### src/rtl/periph_ctrl_pkg.sv
// Shared definitions for the peripheral controller: slave indices,
// FSM state encoding and the system address map.
package configure;

   // Slave index, also the bit position in slave_valid / slave_ready
   typedef enum logic [1:0] {
      ROM   = 2'd0,
      PRINT = 2'd1,
      CLINT = 2'd2,
      BRAM  = 2'd3
   } slave_e;

   // FSM state encoding
   typedef logic [1:0] state_t;
   localparam state_t IDLE = 2'd0;
   localparam state_t REQ  = 2'd1;
   localparam state_t BUSY = 2'd2;
   localparam state_t ERR  = 2'd3;

   // Address map, half-open ranges [base, top)
   localparam logic [31:0] rom_base_addr   = 32'h0000_0000;
   localparam logic [31:0] rom_top_addr    = 32'h0001_0000;
   localparam logic [31:0] print_base_addr = 32'h1000_0000;
   localparam logic [31:0] print_top_addr  = 32'h1000_1000;
   localparam logic [31:0] clint_base_addr = 32'h0200_0000;
   localparam logic [31:0] clint_top_addr  = 32'h0201_0000;
   localparam logic [31:0] bram_base_addr  = 32'h8000_0000;
   localparam logic [31:0] bram_top_addr   = 32'h8001_0000;

   // True when addr falls inside [base, top)
   function automatic logic in_range(input logic [31:0] addr,
                                     input logic [31:0] base,
                                     input logic [31:0] top);
      return (addr >= base) && (addr < top);
   endfunction

endpackage

### src/rtl/periph_ctrl_decode.sv
// Combinational address decoder: maps an absolute address to a slave
// index and that slave's base address.
module periph_decode
   import configure::*;
(
   input  logic [31:0] addr,
   output logic        hit,
   output slave_e      index,
   output logic [31:0] base
);

   // Later matches override earlier ones, giving bram > clint > print > rom
   always_comb begin
      hit   = 1'b0;
      index = ROM;
      base  = 32'h0;
      if (in_range(addr, rom_base_addr, rom_top_addr)) begin
         hit = 1'b1; index = ROM; base = rom_base_addr;
      end
      if (in_range(addr, print_base_addr, print_top_addr)) begin
         hit = 1'b1; index = PRINT; base = print_base_addr;
      end
      if (in_range(addr, clint_base_addr, clint_top_addr)) begin
         hit = 1'b1; index = CLINT; base = clint_base_addr;
      end
      if (in_range(addr, bram_base_addr, bram_top_addr)) begin
         hit = 1'b1; index = BRAM; base = bram_base_addr;
      end
   end

endmodule

### src/rtl/periph_ctrl.sv
// Single-outstanding bus bridge: decodes a master request, issues a
// one-cycle pulse to the selected slave and returns its response, or an
// error for unmapped addresses and slaves that never answer.
module periph_ctrl
   import configure::*;
#(
   parameter int TIMEOUT = 255,
   parameter int NSLV    = 4
) (
   input  logic                reset,
   input  logic                clock,
   input  logic                memory_valid,
   input  logic                memory_instr,
   input  logic [31:0]         memory_addr,
   input  logic [31:0]         memory_wdata,
   input  logic [3:0]          memory_wstrb,
   output logic [31:0]         memory_rdata,
   output logic                memory_ready,
   output logic                memory_error,
   output logic [NSLV-1:0]     slave_valid,
   output logic                slave_instr,
   output logic [31:0]         slave_addr,
   output logic [31:0]         slave_wdata,
   output logic [3:0]          slave_wstrb,
   input  logic [NSLV*32-1:0]  slave_rdata,
   input  logic [NSLV-1:0]     slave_ready
);

   localparam int CNT_W = $clog2(TIMEOUT + 1);

   state_t             state;
   slave_e             sel;
   logic [1:0]         sel_idx;
   logic [CNT_W-1:0]   cnt;

   logic               dec_hit;
   slave_e             dec_index;
   logic [31:0]        dec_base;

   logic               ready_sel;
   logic               done_ok;
   logic               done_to;

   periph_decode u_decode (
      .addr  (memory_addr),
      .hit   (dec_hit),
      .index (dec_index),
      .base  (dec_base)
   );

   assign sel_idx   = sel;
   assign ready_sel = slave_ready[sel_idx];
   // A ready in the timeout cycle still counts as success
   assign done_ok   = (state == BUSY) && ready_sel;
   assign done_to   = (state == BUSY) && !ready_sel && (cnt == CNT_W'(TIMEOUT));

   // Request capture, BUSY-cycle counter and state sequencing
   always_ff @(posedge clock or negedge reset) begin
      if (!reset) begin
         state       <= IDLE;
         sel         <= ROM;
         cnt         <= '0;
         slave_instr <= 1'b0;
         slave_addr  <= 32'h0;
         slave_wdata <= 32'h0;
         slave_wstrb <= 4'h0;
      end else begin
         case (state)
            IDLE: begin
               if (memory_valid) begin
                  slave_instr <= memory_instr;
                  slave_addr  <= memory_addr - dec_base;
                  slave_wdata <= memory_wdata;
                  slave_wstrb <= memory_wstrb;
                  sel         <= dec_index;
                  state       <= dec_hit ? REQ : ERR;
               end
            end
            REQ: begin
               cnt   <= '0;
               state <= BUSY;
            end
            BUSY: begin
               if (done_ok || done_to) state <= IDLE;
               else                    cnt   <= cnt + 1'b1;
            end
            default: state <= IDLE;
         endcase
      end
   end

   // Response and slave strobe generation, all zero outside their cycles
   always_comb begin
      slave_valid  = '0;
      if (state == REQ) slave_valid = NSLV'(1) << sel_idx;
      memory_ready = done_ok || done_to || (state == ERR);
      memory_error = done_to || (state == ERR);
      memory_rdata = done_ok ? slave_rdata[32*sel_idx +: 32] : 32'h0;
   end

endmodule

### config.mk
export PLATFORM = sky130hd
export DESIGN_NAME = periph_ctrl
export DESIGN_NICKNAME = d
export VERILOG_FILES = /design/src/rtl/periph_ctrl_pkg.sv /design/src/rtl/periph_ctrl_decode.sv /design/src/rtl/periph_ctrl.sv
export SDC_FILE = /design/constraint.sdc
export NUM_CORES = 1
export LEC_CHECK = 0
export ABC_AREA = 0
export BUFFER_PORTS_ARGS = -buffer_cell sky130_fd_sc_hd__buf_2
export CAP_MARGIN = 10
export CORE_AREA = 2 2 120 122
export CTS_CLUSTER_DIAMETER = 150
export DETAILED_ROUTE_END_ITERATION = 8
export DIE_AREA = 0 0 122 124
export PLACE_DENSITY = 0.64
export SYNTH_ARGS = -nofsm -noshare
export SYNTH_HDL_FRONTEND = slang
export SYNTH_SLANG_ARGS = --single-unit
### constraint.sdc
create_clock -name clock -period 2.48 [get_ports clock]
set_input_delay 0.372 -clock clock [delete_from_list [all_inputs] [get_ports clock]]
set_output_delay 0.372 -clock clock [all_outputs]
set_load 0.1 [all_outputs]
==> PnR_summary.wiki <==
{| class="wikitable"
! Metric !! Value
|-
| I/O pins || 311
|-
| Mean area per synthesized cell || 9.503 um2
|-
| Worst setup path class || register to output port
|-
| Top library cells by usage in the layout, fill and taps aside || buf_2, nand2_1, dfrtp_1, buf_12, mux4_2
|-
| CTS Hold Buffers Added || 0
|-
| Initial DRC Count || 177
|-
| Clock slew seen by the registers of the worst setup and hold paths || 60 ps
|-
| Skew-Pair Late Insertion Delay || between 300 and 400 ps
|-
| Fraction of power spent switching nets || 62.75%
|-
| Wire length of the first global-routing pass || 23600 um
|-
| GRT Resource Usage Total || 20.44%
|-
| Clock sink count || slightly above 80
|-
| Leakage power total || 3.685 nW
|-
| Final worst slack || around 140 ps
|-
| Pre-CTS worst setup slack || -219.6 ps
|-
| Final Hold Fails || 0
|-
| Final estimated routing congestion in global placement || about 0.8
|-
| IO buf count || just over 300
|-
| Fin crit share || about 94%
|-
| Post-detailed-placement cell area || roughly 0.0069 mm2
|-
| Number of register bits inferred by synthesis || 81
|-
| Highest-delay cell along the critical path || mux4_2
|-
| Filler instances || 1304
|-
| Fin. max-slew vios || 0
|-
| Number of global-route vias before repair || 4686
|-
| DR WL/cell || 16.15 um
|-
| Count of TritonRoute iterations in the first routing pass || 4
|-
| Starting utilization of the core area || 32.49%
|-
| Number of distinct library cells after synthesis || 39
|-
| Total detailed-routing wirelength || 15680 um
|-
| Setup_tns || 0 ps
|-
| Startpoint types || register
|-
| Run status || completed
|-
| Number of rows created at floorplan || between 40 and 50
|-
| Count of synthesis-stage warnings from yosys || 0
|-
| Final worst path period need || roughly 2300 ps
|-
| DPL Wire Length || 12440 um
|-
| Fraction of the yosys area taken by sequential cells || a little under half
|-
| Skew final || 7.384 ps
|-
| Final design area excluding fillers || 0.007186 mm2
|-
| DRC violation count after routing || 0
|-
| Maximum number of buffers from clock root to sink || 2
|-
| Maximum capacitance violations || 0
|-
| Final layout net count || 989
|-
| Final Util || about 52%
|-
| Critical path's largest stage delay || ~570 ps
|-
| Switching power of the nets || 0.006696 W
|-
| Critical path capture point type || output port
|-
| Clock Tree Root || clkbuf_16
|-
| Die ar. || 0.01513 mm2
|-
| Total overflow reported by the global router || 0
|-
| Cell area after synthesis || 0.004457 mm2
|-
| Via-to-Cell Ratio || 4.729
|-
| Power density normalized to cell area || ~1500 mW/mm2
|-
| Layout cells sized above 1 || between 50% and 60%
|-
| Worst slew margin relative to its limit || 46.70%
|-
| Layout-stage area growth over the synthesis result || 61.23%
|-
| Share of power burned in combinational logic || 66.6%
|-
| Arrival time of data at the critical path endpoint || about 2000 ps
|-
| Largest fanout on the critical path || 32
|-
| Clock tree from TritonCTS || yes
|-
| Die Y || 124 um
|-
| Part of the total power dissipated in the clock network || 12.5%
|-
| Unrepaired setup endpoints after global routing || false
|-
| Net count after synthesis || 677
|-
| Die X-Extent || 122 um
|-
| Number of H-tree levels || 3
|-
| Fmax || about 0.43 GHz
|-
| Cell Chain, Critical Path || mux4_2 -> nand3b_1 -> buf_12 -> nor2b_1 -> buf_12
|-
| Most common library cell in the layout ignoring fill and taps || buf_2
|-
| Total internal power || around 0.004 W
|-
| Core Box Area || 0.01372 mm2
|-
| Worst reg2reg path depth || 5
|-
| Number of buffers created by CTS || 9
|-
| Vias || approximately 4600
|-
| Count of final setup violators || 0
|-
| Data required time of the worst path || 2110 ps
|-
| Slew at the pin with the worst max-slew slack || between 700 and 800 ps
|-
| Highest ir drop seen on vdd || 0.001159 V
|-
| Cell repeated most along the worst path || buf_12
|-
| WHS || 7.951 ps
|-
| Antenna Nets Post-Route || 0
|-
| Cell count after synthesis || 469
|-
| Classification of the worst-slack hold path || input port to async pin
|-
| Maximum number of pins on one net before global-route repair || 77
|-
| Initial antenna violation count || 6
|-
| Proportion of power drawn by flip-flops and latches || 20.9%
|}
## critical path: cells and delay by family (launching register included)
family | cells | cell delay, ps
muxes | 1 | 570
DFF | 1 | 400
buffers and inverters | 2 | 390
and+or+nand+nor | 2 | 260
## through the flow
| stage | instances | power [W] |
|---|---|---|
| floorplan | 469 | 0.007823 |
| global placement | 949 | 0.009328 |
| detailed placement | 949 | 0.009388 |
| CTS | 965 | 0.01075 |
| global route | 969 | 0.01114 |
| finish | 971 | 0.01067 |
## per-layer routing
layer  share of wire (%)  GRT usage, %
met2                  48         34.67
met3                  12         8.608
met5               0.083             0
met4                 2.6         8.118
met1                  38         22.80
## area by class of cell
class / instances / area, um2 / area share (%)
antenna: 5 / 12.51 / 0.1741
clock buffer: 12 / 246.5 / 3.430
clock inverter: 4 / 52.55 / 0.7313
inverter: 4 / 15.01 / 0.2090
multi-input combinational: 355 / 2355 / 32.77
sequential: 81 / 2029 / 28.24
tap: 180 / 225.2 / 3.134
timing repair buffer: 330 / 2250 / 31.31
## synth_stat cells, drive strengths merged
master     n  share of area (%)
nand2    204                 17
dfrtp     81                 45
nor2b     36                5.1
mux4      33                 17
clkbuf    22                1.9
nor2      11               0.93
o21ai      9                1.0
nor3       8               0.90
buf        7               0.70
nand2b     5               0.70
nand4      5               0.70
nor4       5               0.70
xnor2      5               0.98
ha         4                1.1
inv        4               0.34
a21oi      3               0.34
mux2i      3               0.67
nand3      3               0.34
a2111oi    2               0.95
a31oi      2               0.28
and2       2               0.28
a211oi     1               0.17
a21o       1               0.17
a311o      1               0.22
a41o       1               0.22
and3       1               0.14
and3b      1               0.20
and4       1               0.20
nand3b     1               0.17
o2111ai    1               0.20
o21a       1               0.17
o22ai      1               0.14
o31a       1               0.20
or3b       1               0.20
or4b       1               0.22
xor2       1               0.20
## final timing paths
| path | slack, ps | from | endpoint |
|---|---|---|---|
| min reg2reg | 470 | slave_wdata[7] | slave_wdata[7] |
| max | 140 | sel[0] | memory_rdata[2] |
| min in group clock | 220 | memory_wdata[3] | slave_wdata[3] |
| min | 8 | reset | slave_wdata[7] |
| max reg2reg | 490 | sel[0] | cnt[5] |
| max in group asynchronous | 1860 | reset | sel[0] |
## sequential cells by signal, indices dropped and copies added (netlist names)
| signal | flops |
|---|---|
| slave_instr | 1 |
| sel | 2 |
| slave_wdata | 32 |
| slave_addr | 32 |
| slave_wstrb | 4 |
| cnt | 8 |
| state | 2 |
## timing repair
action | in CTS | in global routing
endpoints found under the setup margin | 0 | 21
resized for setup | 0 | 2
buffers inserted | 0 | 1
## power groups by stage
| stage | clock [W] | sequential, W | combinational (W) |
|---|---|---|---|
| after floorplan | 0 | 0.00612 | 0.00170 |
| after global placement | 0 | 0.00223 | 0.00710 |
| after detailed placement | 0 | 0.00223 | 0.00716 |
| after CTS | 0.00136 | 0.00224 | 0.00715 |
| after global routing | 0.00142 | 0.00231 | 0.00741 |
| final | 0.00133 | 0.00223 | 0.00710 |
## cell families (layout without fill, tap and decap cells)
group                      after synthesis  after routing  share of synthesized area [%]
DFF                                     81             81                          45.48
muxes                                   36             36                          17.35
AOI/OAI and AO/OA                       24             24                          4.071
xor gates and xnor gates                 6              6                          1.179
buffers and inverters                   33            350                          2.892
adders and majority gates                4              4                          1.123
other                                    0              5                              0
and+or+nand+nor                        285            285                          27.91
No activity file was read; power rests on OpenSTA's default activity.
